File: config.mk
export PLATFORM = sky130hd
export DESIGN_NAME = fetch_unit
export DESIGN_NICKNAME = d
export VERILOG_FILES = /design/src/rtl/fetch_unit_pkg.sv /design/src/rtl/fetch_unit_fifo2.sv /design/src/rtl/fetch_unit.sv
export SDC_FILE = /design/constraint.sdc
export NUM_CORES = 1
export LEC_CHECK = 0
export ABC_CLOCK_PERIOD_IN_PS = 5310
export CAP_MARGIN = 40
export CELL_PAD_IN_SITES_DETAIL_PLACEMENT = 0
export CELL_PAD_IN_SITES_GLOBAL_PLACEMENT = 1
export CORE_ASPECT_RATIO = 2
export CORE_UTILIZATION = 42
export DETAILED_ROUTE_END_ITERATION = 10
export PLACE_DENSITY = 0.94
export SETUP_SLACK_MARGIN = 0.02
export SYNTH_ARGS = -nofsm -noshare
export SYNTH_HDL_FRONTEND = slang
export SYNTH_SLANG_ARGS = --single-unit
File: constraint.sdc
create_clock -name clk -period 5.31 [get_ports clk]
set_input_delay 0.7965 -clock clk [delete_from_list [all_inputs] [get_ports clk]]
set_output_delay 0.7965 -clock clk [all_outputs]
set_load 0.02 [all_outputs]
File: src/rtl/fetch_unit_pkg.sv
// Shared definitions for the KGPRISC instruction-fetch stage: widths, FSM encoding
// and the issue-credit helper.
package fetch_unit_pkg;

  localparam int ADDR_W_DEF = 10;
  localparam int INSTR_W    = 32;

  typedef enum logic [1:0] {
    ST_IDLE   = 2'd0,
    ST_RUN    = 2'd1,
    ST_HALTED = 2'd2
  } fetch_state_e;

  // A new read may go out only if it can never overflow the 2-entry queue.
  function automatic logic issue_ok(input logic [1:0] count, input logic inflight,
                                    input logic pop);
    return (({1'b0, count} + {2'b00, inflight}) < (3'd2 + {2'b00, pop}));
  endfunction

endpackage

File: src/rtl/fetch_unit_fifo2.sv
// Two-entry FIFO of {pc, instr}; slot0 is always the head.
// Supports push, pop and flush, with push and pop in the same cycle.
module fetch_unit_fifo2 #(
  parameter int W = 42
) (
  input  logic         clk,
  input  logic         rst,
  input  logic         flush,
  input  logic         push,
  input  logic         pop,
  input  logic [W-1:0] wdata,
  output logic [W-1:0] head,
  output logic [1:0]   count
);

  logic [W-1:0] slot0_r, slot1_r, slot0_s, slot1_s;
  logic [1:0]   count_r, count_s;

  // next slot contents and occupancy
  always_comb begin
    slot0_s = slot0_r;
    slot1_s = slot1_r;
    count_s = count_r;
    if (flush) begin
      count_s = 2'd0;
    end else begin
      case ({push, pop})
        2'b10: begin
          if (count_r == 2'd0) slot0_s = wdata;
          else                 slot1_s = wdata;
          count_s = count_r + 2'd1;
        end
        2'b01: begin
          slot0_s = slot1_r;
          count_s = count_r - 2'd1;
        end
        2'b11: begin
          if (count_r == 2'd1) begin
            slot0_s = wdata;
          end else begin
            slot0_s = slot1_r;
            slot1_s = wdata;
          end
        end
        default: count_s = count_r;
      endcase
    end
  end

  // storage registers
  always_ff @(posedge clk or negedge rst) begin
    if (!rst) begin
      slot0_r <= {W{1'b0}};
      slot1_r <= {W{1'b0}};
      count_r <= 2'd0;
    end else begin
      slot0_r <= slot0_s;
      slot1_r <= slot1_s;
      count_r <= count_s;
    end
  end

  assign head  = slot0_r;
  assign count = count_r;

endmodule

File: src/rtl/fetch_unit.sv
// KGPRISC instruction-fetch stage: PC, issue to a 1-cycle synchronous imem,
// 2-entry return queue, redirect/flush and halt.
module fetch_unit
  import fetch_unit_pkg::*;
#(
  parameter int                ADDR_W   = ADDR_W_DEF,
  parameter logic [ADDR_W-1:0] RESET_PC = {ADDR_W{1'b0}}
) (
  input  logic               clk,
  input  logic               rst,
  output logic               imem_en,
  output logic [ADDR_W-1:0]  imem_addr,
  input  logic [INSTR_W-1:0] imem_rdata,
  output logic               if_valid,
  output logic [INSTR_W-1:0] if_instr,
  output logic [ADDR_W-1:0]  if_pc,
  input  logic               id_ready,
  input  logic               redirect,
  input  logic [ADDR_W-1:0]  redirect_pc,
  input  logic               halt,
  output logic               halted
);

  localparam int ENT_W = ADDR_W + INSTR_W;

  fetch_state_e      state_r, state_s;
  logic [ADDR_W-1:0] pc_r, pc_s, inflight_pc_r;
  logic              inflight_r, halt_pend_r, halted_r;
  logic              run_s, pop_s, redir_s, stop_s, issue_s, push_s, fpop_s;
  logic [1:0]        fifo_count_s;
  logic [ENT_W-1:0]  head_s;

  // handshake, redirect/halt priority and issue decision
  always_comb begin
    run_s   = (state_r == ST_RUN);
    pop_s   = if_valid & id_ready;
    redir_s = run_s & redirect & ~halt_pend_r;
    stop_s  = run_s & ~redir_s & (halt | halt_pend_r);
    issue_s = run_s & ~redir_s & ~stop_s & issue_ok(fifo_count_s, inflight_r, pop_s);
    push_s  = inflight_r & ~redir_s;
    fpop_s  = pop_s & ~redir_s;
  end

  // FSM next state and PC update
  always_comb begin
    state_s = state_r;
    case (state_r)
      ST_IDLE: state_s = ST_RUN;
      ST_RUN: begin
        if (stop_s && (fifo_count_s == 2'd0) && !inflight_r) state_s = ST_HALTED;
        else                                                  state_s = ST_RUN;
      end
      ST_HALTED: state_s = ST_HALTED;
      default:   state_s = ST_IDLE;
    endcase
    if (redir_s)      pc_s = redirect_pc;
    else if (issue_s) pc_s = pc_r + {{(ADDR_W-1){1'b0}}, 1'b1};
    else              pc_s = pc_r;
  end

  // state, PC and in-flight tracking; a redirect leaves nothing in flight
  always_ff @(posedge clk or negedge rst) begin
    if (!rst) begin
      state_r       <= ST_IDLE;
      pc_r          <= RESET_PC;
      inflight_r    <= 1'b0;
      inflight_pc_r <= {ADDR_W{1'b0}};
      halt_pend_r   <= 1'b0;
      halted_r      <= 1'b0;
    end else begin
      state_r     <= state_s;
      pc_r        <= pc_s;
      inflight_r  <= issue_s;
      halt_pend_r <= halt_pend_r | stop_s;
      halted_r    <= (state_s == ST_HALTED);
      if (issue_s) inflight_pc_r <= pc_r;
      else         inflight_pc_r <= inflight_pc_r;
    end
  end

  fetch_unit_fifo2 #(.W(ENT_W)) u_fifo (
    .clk   (clk),
    .rst   (rst),
    .flush (redir_s),
    .push  (push_s),
    .pop   (fpop_s),
    .wdata ({inflight_pc_r, imem_rdata}),
    .head  (head_s),
    .count (fifo_count_s)
  );

  assign imem_en   = issue_s;
  assign imem_addr = pc_r;
  assign if_valid  = (fifo_count_s != 2'd0);
  assign if_pc     = head_s[ENT_W-1:INSTR_W];
  assign if_instr  = head_s[INSTR_W-1:0];
  assign halted    = halted_r;

endmodule

* Word-level counts from Yosys, hierarchy flattened
Cells that the tools add are included.
Storage, ports and cells: flip-flop bits (word level) 111, input bits 47, output and inout bits 55, word-level logic and storage cells 63
Operators by class: add/subtract/negate cells 5, order comparisons 1, eq/ne operators 10, mux-type cells 12, bitwise logic cells 14, reduce and logical (&&, ||, !) cells 12
Operators by type and width (number):
- $mux 42 | 4
- $pmux 42 s3 | 1
- $pmux 42 s2 | 1
- $mux 10 | 2
- $add 10x1->10 const B | 1
- $and 1x1->1 | 9
- $eq 2x2->1 const B | 4
- $eq 2x1->1 const B | 3
- $ne 2x2->1 const B | 3
- $pmux 2 s3 | 1
- $reduce_bool 2->1 | 3
- $reduce_bool 3->1 | 2
- $logic_not 2->1 | 2
- $mux 2 | 2
- $pmux 2 s2 | 1
- $reduce_and 4->1 | 1
- $add 2x1->3 | 1
- $add 2x1->3 const A | 1
- $lt 3x3->1 | 1
- $not 1->1 | 3
- $reduce_and 3->1 | 1
- $add 2x1->2 const B | 1
- $logic_and 1x1->1 | 2
- $or 1x1->1 | 2
- other kinds (2) | 2

* Depth between registers and ports, before layout
Gate-level depths: netlist (run 1).
word-level depth 11, gate-level depth with buffers 9, depth with buffers taken out 7

* Hierarchy
A second synthesis (run 1) with hierarchy kept.
Unflattened totals: cell total of the unflattened synthesis 351, area, all modules 5172.5 µm²
Modules (own cells, without submodules):
- fetch_unit_fifo2 | times used 1, cells each 244, area each 3981.3 µm², sequential area each 2152.1 µm²
- fetch_unit | times used 1, cells each 107, area each 1191.1 µm², sequential area each 625.6 µm²

* Least setup slack after synthesis (run 1)
No wires, ideal clock.
kind input-to-output, start point input halt, end point output imem_en, arrival 1.877 ns, data required time 4.513 ns, setup slack 2.637 ns, stages 4, path buffers 1, path through or3_1 a211o_1 inv_1 buf_2
Between the ends: word-level cells in the longest chain between the ends 5
Ends and longest elaborated chain:
- start, declared | RTL line fetch_unit.sv:20 | input logic halt,
- $or 1x1->1 | RTL line fetch_unit.sv:38 | stop_s = run_s & ~redir_s & (halt | halt_pend_r);
- $and 1x1->1 | RTL line fetch_unit.sv:38
- $not 1->1 | RTL line fetch_unit.sv:39 | issue_s = run_s & ~redir_s & ~stop_s & issue_ok(fifo_count_s, inflight_r, pop_s);
- $and 1x1->1 (2 in a row) | RTL line fetch_unit.sv:39
- end, declared | RTL line fetch_unit.sv:11 | output logic imem_en,
Every way passes these cells.

* Worst setup path in the final report (run 1)
start point input id_ready, end point output imem_en
Between the ends: word-level cells in the longest chain between the ends 4
Ends and longest elaborated chain:
- start, declared | RTL line fetch_unit.sv:17 | input logic id_ready,
- $and 1x1->1 | RTL line fetch_unit.sv:36 | pop_s = if_valid & id_ready;
- $add 2x1->3 | RTL line fetch_unit_pkg.sv:17 | return (({1'b0, count} + {2'b00, inflight}) < (3'd2 + {2'b00, pop}));
- $lt 3x3->1 | RTL line fetch_unit_pkg.sv:17
- $and 1x1->1 | RTL line fetch_unit.sv:39
Every way passes these cells.

==> results_dict.tcl, run 1 <==
set metrics [dict create \
    rsz0062_at_grt "no" \
    clk_latency_ns 0.34 \
    core_sq_mm 0.0105 \
    wl_per_cell_um 16.6 \
    port_buffers 101 \
    crit_chain "clkdlybuf4s50_1 > or3b_1 > a211o_1 > inv_1 > buf_4 > clkdlybuf4s50_1" \
    async_reset_ff_share_pct 100 \
    postCtsSetupBuffers 0 \
    fmax_ghz 0.248 \
    synth_flop_cell "dfrtp_1" \
    cts_tree "yes" \
    antenna_found_initial 0 \
    die_h_um 150 \
    final_layout_size_suffix_gt1_share_pct 13.0 \
    hold_ws_ns 0.392 \
    synth_edf_count 0 \
    power_frac_seq_pct 40.1 \
    dp_slack_ns 1.29 \
    min_period_ns 4.04 \
    cts_sinks 111 \
    tns_ns 0 \
    netlist_area_sq_mm 0.00458 \
    cp-start-kind "input pin" \
    gp_congestion 0.806 \
    diodes 0 \
    dp_hpwl_um 7440 \
    seq_area_frac_synth_pct 60.6 \
    cp_common_cell "clkdlybuf4s50_1" \
    register_area_sq_mm 0.00278 \
    final-hold-violation-count 0 \
    worst_slack_ns 1.27 \
    cap_violations 0 \
    internal-power_mw 1.94 \
    worstSetupEndpointType "output pin" \
    vias_per_cell 5.44 \
    power_switching_mw 0.921 \
    met3_length_um 315 \
    grt_pass1_vias 3531 \
    peakVddDrop_mv 0.298 \
    drt-total-wl_um 10800 \
    drt-pass1-iter-count 4 \
    grt_use_total_pct 19.7 \
    hp-class "in -> async" \
    drc_errors 0 \
    clkPwrFrac_pct 26.1 \
    synth-seq-cells 111 \
    critical_path.top_delay_family "buffers and inverters" \
    critPathLaunch "id_ready" \
    critical_path_buf_inv_count 4 \
    combPwrFrac_pct 33.8 \
    setup_viol 0 \
    finalCritPeriodShare_pct 76.1 \
    cp_slowest_cell "clkdlybuf4s50_1" \
    cts_hold_buf 0 \
    overflow 0 \
    rows 53 \
    ios 102 \
    highest_layer "met4" \
    slew_headroom_pct 47.3 \
    skew_ns 0.00833 \
    yosys.area.top_type "dfrtp_1" \
    synth_top_area_share_pct 60.6 \
    nNetsFinal 564 \
    rr_startpoint "inflight_r" \
    synth_cells 417 \
    root_buffer "clkbuf_16" \
    yosys_warnings 0 \
    synth_cell_types 36 \
    die_w_um 75.9 \
    synthTopCellsByArea "dfrtp_1 (61%), mux2_2 (10%), nor2_1 (7.9%), o22ai_1 (5.7%), nand2_1 (2.6%)" \
    required_ns 4.51 \
    powerDensity_mw_per_mm2 470 \
    cts_buffer_depth 2 \
    syn_area_per_cell_sq_um 11.0 \
    die_area_sq_mm 0.0114 \
    clkTransAtPathRegs_ns 0.07 \
    start_util_pct 43.5 \
    cts_resized 0 \
    grt_max_degree 44 \
    syn_nets 469 \
    fill_cells 881 \
    final_common_cell "dfrtp_1" \
    grt_pass1_wl_um 16800 \
    slew_violations 0 \
    outcome "finished, final reports clean" \
    multi_input_area_sq_mm 0.00169 \
    drt-met1-wl_um 4230 \
    cts_buffers 9 \
    p_sw_share_pct 32.2 \
    worstMarginPinSlew_ns 0.787 \
    htreeDepth 3 \
    syn_to_final_growth_pct 32.7 \
    path_max_fanout 26 \
    leakagePower_nw 2.84 \
    ant_nets 0 \
    vias 3546 \
    cp.arrival_ns 3.24 \
    routed-wl-met2_um 5920 \
    drtIter0Drc 143 \
    final_cell_mix "dfrtp_1 (111), clkdlybuf4s50_1 (100), nor2_1 (96)" \
    timing_worst_setup_path_type "in -> out" \
    critical-path-max-stage-delay_ns 0.63 \
]
cell usage after synthesis, types with 4 or more instances:
cell / number
dfrtp_1: 111
nor2_1: 96
mux2_2: 42
o22ai_1: 42
nand2_1: 32
clkbuf_1: 18
a31oi_1: 7
buf_2: 7
inv_1: 7
ha_1: 5
nand3_1: 5
o21ai_0: 4
or3_1: 4
path summary, 6_finish.rpt:
check | endpoint | slack (ns) | cells after the start
setup reg to reg | imem_addr[8] | 2.52 | 6
max in group asynchronous | u_fifo.slot1_r[26] | 4.08 | 2
hold / removal | imem_addr[8] | 0.39 | 1
min in group clk | inflight_pc_r[3] | 0.50 | 2
setup / recovery | imem_en | 1.27 | 6
hold reg to reg | inflight_pc_r[3] | 0.50 | 2
sequential cells by signal, indices dropped and copies added, names as in the netlist:
signal	count
inflight_pc_r	10
halt_pend_r	1
state_r	2
u_fifo.count	2
u_fifo.head	42
inflight_r	1
imem_addr	10
u_fifo.slot1_r	42
halted	1
stage by stage:
stage | power [mW] | cells | area (sq um) | util, %
after floorplan | 1.63 | 417 | 4580 | -
after global placement | 2.10 | 637 | 5730 | 54.3
after detailed placement | 2.14 | 638 | 5750 | 54.5
after CTS | 2.89 | 652 | 6080 | 57.7
after global routing | 3.00 | 652 | 6080 | 57.7
final | 2.86 | 652 | 6080 | 57.7
kinds of logic (layout without fill, tap and decap cells):
group	count (synthesis)	count (layout)	share of synthesized area, %
buf+inv	32	130	2.81
compound gates	71	71	10.1
simple gates	152	152	14.0
xor+xnor	3	3	0.573
flops	111	111	60.6
mux	43	43	10.5
fa+ha+maj	5	5	1.36
power groups by stage:
stage	sequential (mW)	clock, mW	combinational (mW)
finish	1.14	0.746	0.966
floorplan	1.34	0	0.291
CTS	1.15	0.764	0.975
global placement	1.15	0	0.943
detailed placement	1.16	0	0.973
global route	1.16	0.793	1.04
metal layers:
layer  vias to the layer above  track usage (%)
li1                       1648                -
met1                      1786             22.6
met2                        91             34.3
met3                        21             2.22
met4                         0             10.8
met5                         -                0
final cells by class:
cell class                      count  share of cell area, %
Clock buffer                        9                   3.70
Sequential cell                   111                   45.7
Clock inverter                      5                   1.75
Inverter                            7                  0.432
Multi-Input combinational cell    274                   27.9
Tap cell                          137                   2.82
Timing Repair Buffer              109                   17.8
(Power assumes the default switching activity.)
==> run 2, diff against run 1 <==
ABC_CLOCK_PERIOD_IN_PS = 4200   (was 5310)
CORE_UTILIZATION = 39   (was 42)
PLACE_DENSITY = 0.88   (was 0.94)
clock period = 4.2 ns   (was 5.31 ns; I/O delays follow)
==> results_dict.tcl, run 2 (synthesis results as in run 1) <==
set metrics [dict create \
    grt_pass1_vias 3615 \
    skew_ns 0.00701 \
    cts_hold_buf 0 \
    rsz0062_at_grt "no" \
    cts_resized 0 \
    syn_to_final_growth_pct 31.6 \
    cts_tree "yes" \
    powerDensity_mw_per_mm2 571 \
    cts_buffers 9 \
    start_util_pct 40.4 \
    dp_hpwl_um 7320 \
    final_layout_size_suffix_gt1_share_pct 13.5 \
    cp-start-kind "register" \
    peakVddDrop_mv 0.389 \
    drc_errors 0 \
    drt-total-wl_um 10600 \
    slew_violations 0 \
    reg2reg_depth 7 \
    gp_congestion 0.756 \
    r2r-end "imem_addr[7]" \
    worstSetupEndpointType "output pin" \
    fin_cells 661 \
    required_ns 3.57 \
    final_cell_mix "dfrtp_1 (111), clkdlybuf4s50_1 (100), nor2_1 (96)" \
    die_area_sq_mm 0.0122 \
    min_period_ns 3.31 \
    fmax_ghz 0.302 \
    rr_startpoint "inflight_r" \
    worst_slack_ns 0.886 \
    r2r_slack_ns 1.56 \
    wl_per_cell_um 16.1 \
    cp_common_cell "ha_1" \
    final_common_cell "dfrtp_1" \
    rows 55 \
    core_sq_mm 0.0114 \
    nNetsFinal 566 \
    drtIter0Drc 213 \
    fin_area_sq_mm 0.00603 \
    path_max_fanout 11 \
    ant_nets 0 \
    ios 102 \
    cts_buffer_depth 2 \
    finalCritPeriodShare_pct 78.9 \
    root_buffer "clkbuf_16" \
    final-hold-violation-count 0 \
    grt_use_total_pct 18.6 \
    grt_pass1_wl_um 17600 \
    die_w_um 78.7 \
    antenna_found_initial 0 \
    setup_viol 0 \
    critical-path-max-stage-delay_ns 0.60 \
    htreeDepth 3 \
    vias_per_cell 5.30 \
    slew_headroom_pct 46.4 \
    cp_slowest_cell "clkdlybuf4s50_1" \
    critPathLaunch "inflight_r" \
    power_mw 3.44 \
    leakagePower_nw 2.82 \
    cp.arrival_ns 2.68 \
    worstMarginPinSlew_ns 0.802 \
    diodes 0 \
    hp-class "in -> async" \
    cts_sinks 111 \
    grt_max_degree 50 \
    outcome "finished, final reports clean" \
    vias 3505 \
    dp_slack_ns 1.02 \
    crit_chain "ha_1 > ha_1 > or3_1 > a211o_1 > inv_1 > clkdlybuf4s50_1" \
    drt-pass1-iter-count 5 \
    die_h_um 155 \
    postCtsSetupBuffers 0 \
    overflow 0 \
    tns_ns 0 \
    timing_worst_setup_path_type "reg -> out" \
    clkTransAtPathRegs_ns 0.07 \
    place_inst 645 \
    clk_latency_ns 0.34 \
    cap_violations 0 \
    port_buffers 101 \
    placed_area_sq_mm 0.00576 \
]
run 2: cell types whose count changed in the layout (fill, tap and decap cells not counted), sizes merged:
| cell | delta |
|---|---|
| bufinv | -3 |
| clkinv | +2 |
| inv | +2 |
| buf | +2 |
| clkbuf | +1 |
run 2: final cells by class:
cell class	count	area [sq um]
clock inverter	6	43.8
sequential	111	2780
clock buffer	10	229
multi-input combinational	274	1690
inverter	7	26.3
fill	1035	5320
timing repair buffer	111	1080
tap	142	178
run 2: critical path, delay by kind of cell, from the launching register on:
kind | cells | cell delay (ns)
DFF | 1 | 0.52
AOI/OAI and AO/OA | 1 | 0.33
adders and majority gates | 2 | 0.45
buffers and inverters | 2 | 0.69
and+or+nand+nor | 1 | 0.35
run 2: worst max-delay path by stage:
stage               to  depth (start not counted)  slack, ns
2_1_floorplan  imem_en                          6       1.77
3_3_place_gp   imem_en                          5       1.04
3_5_place_dp   imem_en                          5       1.02
4_1_cts        imem_en                          6       0.85
5_1_grt        imem_en                          6       0.80
6_report       imem_en                          6       0.89
run 2: layer usage:
layer	vias up	global-route usage, %	share of wire [%]	wire [um]
met5	-	0	0	0
met4	0	8.64	2.8	296
met3	21	3.52	3.8	400
met2	99	33.4	55	5790
met1	1729	20.9	39	4140
li1	1656	-	-	-
run 2: report_power, final:
| part | switching [mW] | internal, mW |
|---|---|---|
| clock | 0.385 | 0.407 |
| sequential | 0.154 | 1.30 |
| combinational | 0.631 | 0.571 |
run 2: per-stage QoR:
| stage | util [%] | hold WS, ns |
|---|---|---|
| floorplan | - | 0.334 |
| global placement | 50.7 | 0.481 |
| detailed placement | 50.7 | 0.490 |
| CTS | 53.1 | 0.314 |
| global route | 53.1 | 0.347 |
| finish | 53.1 | 0.305 |
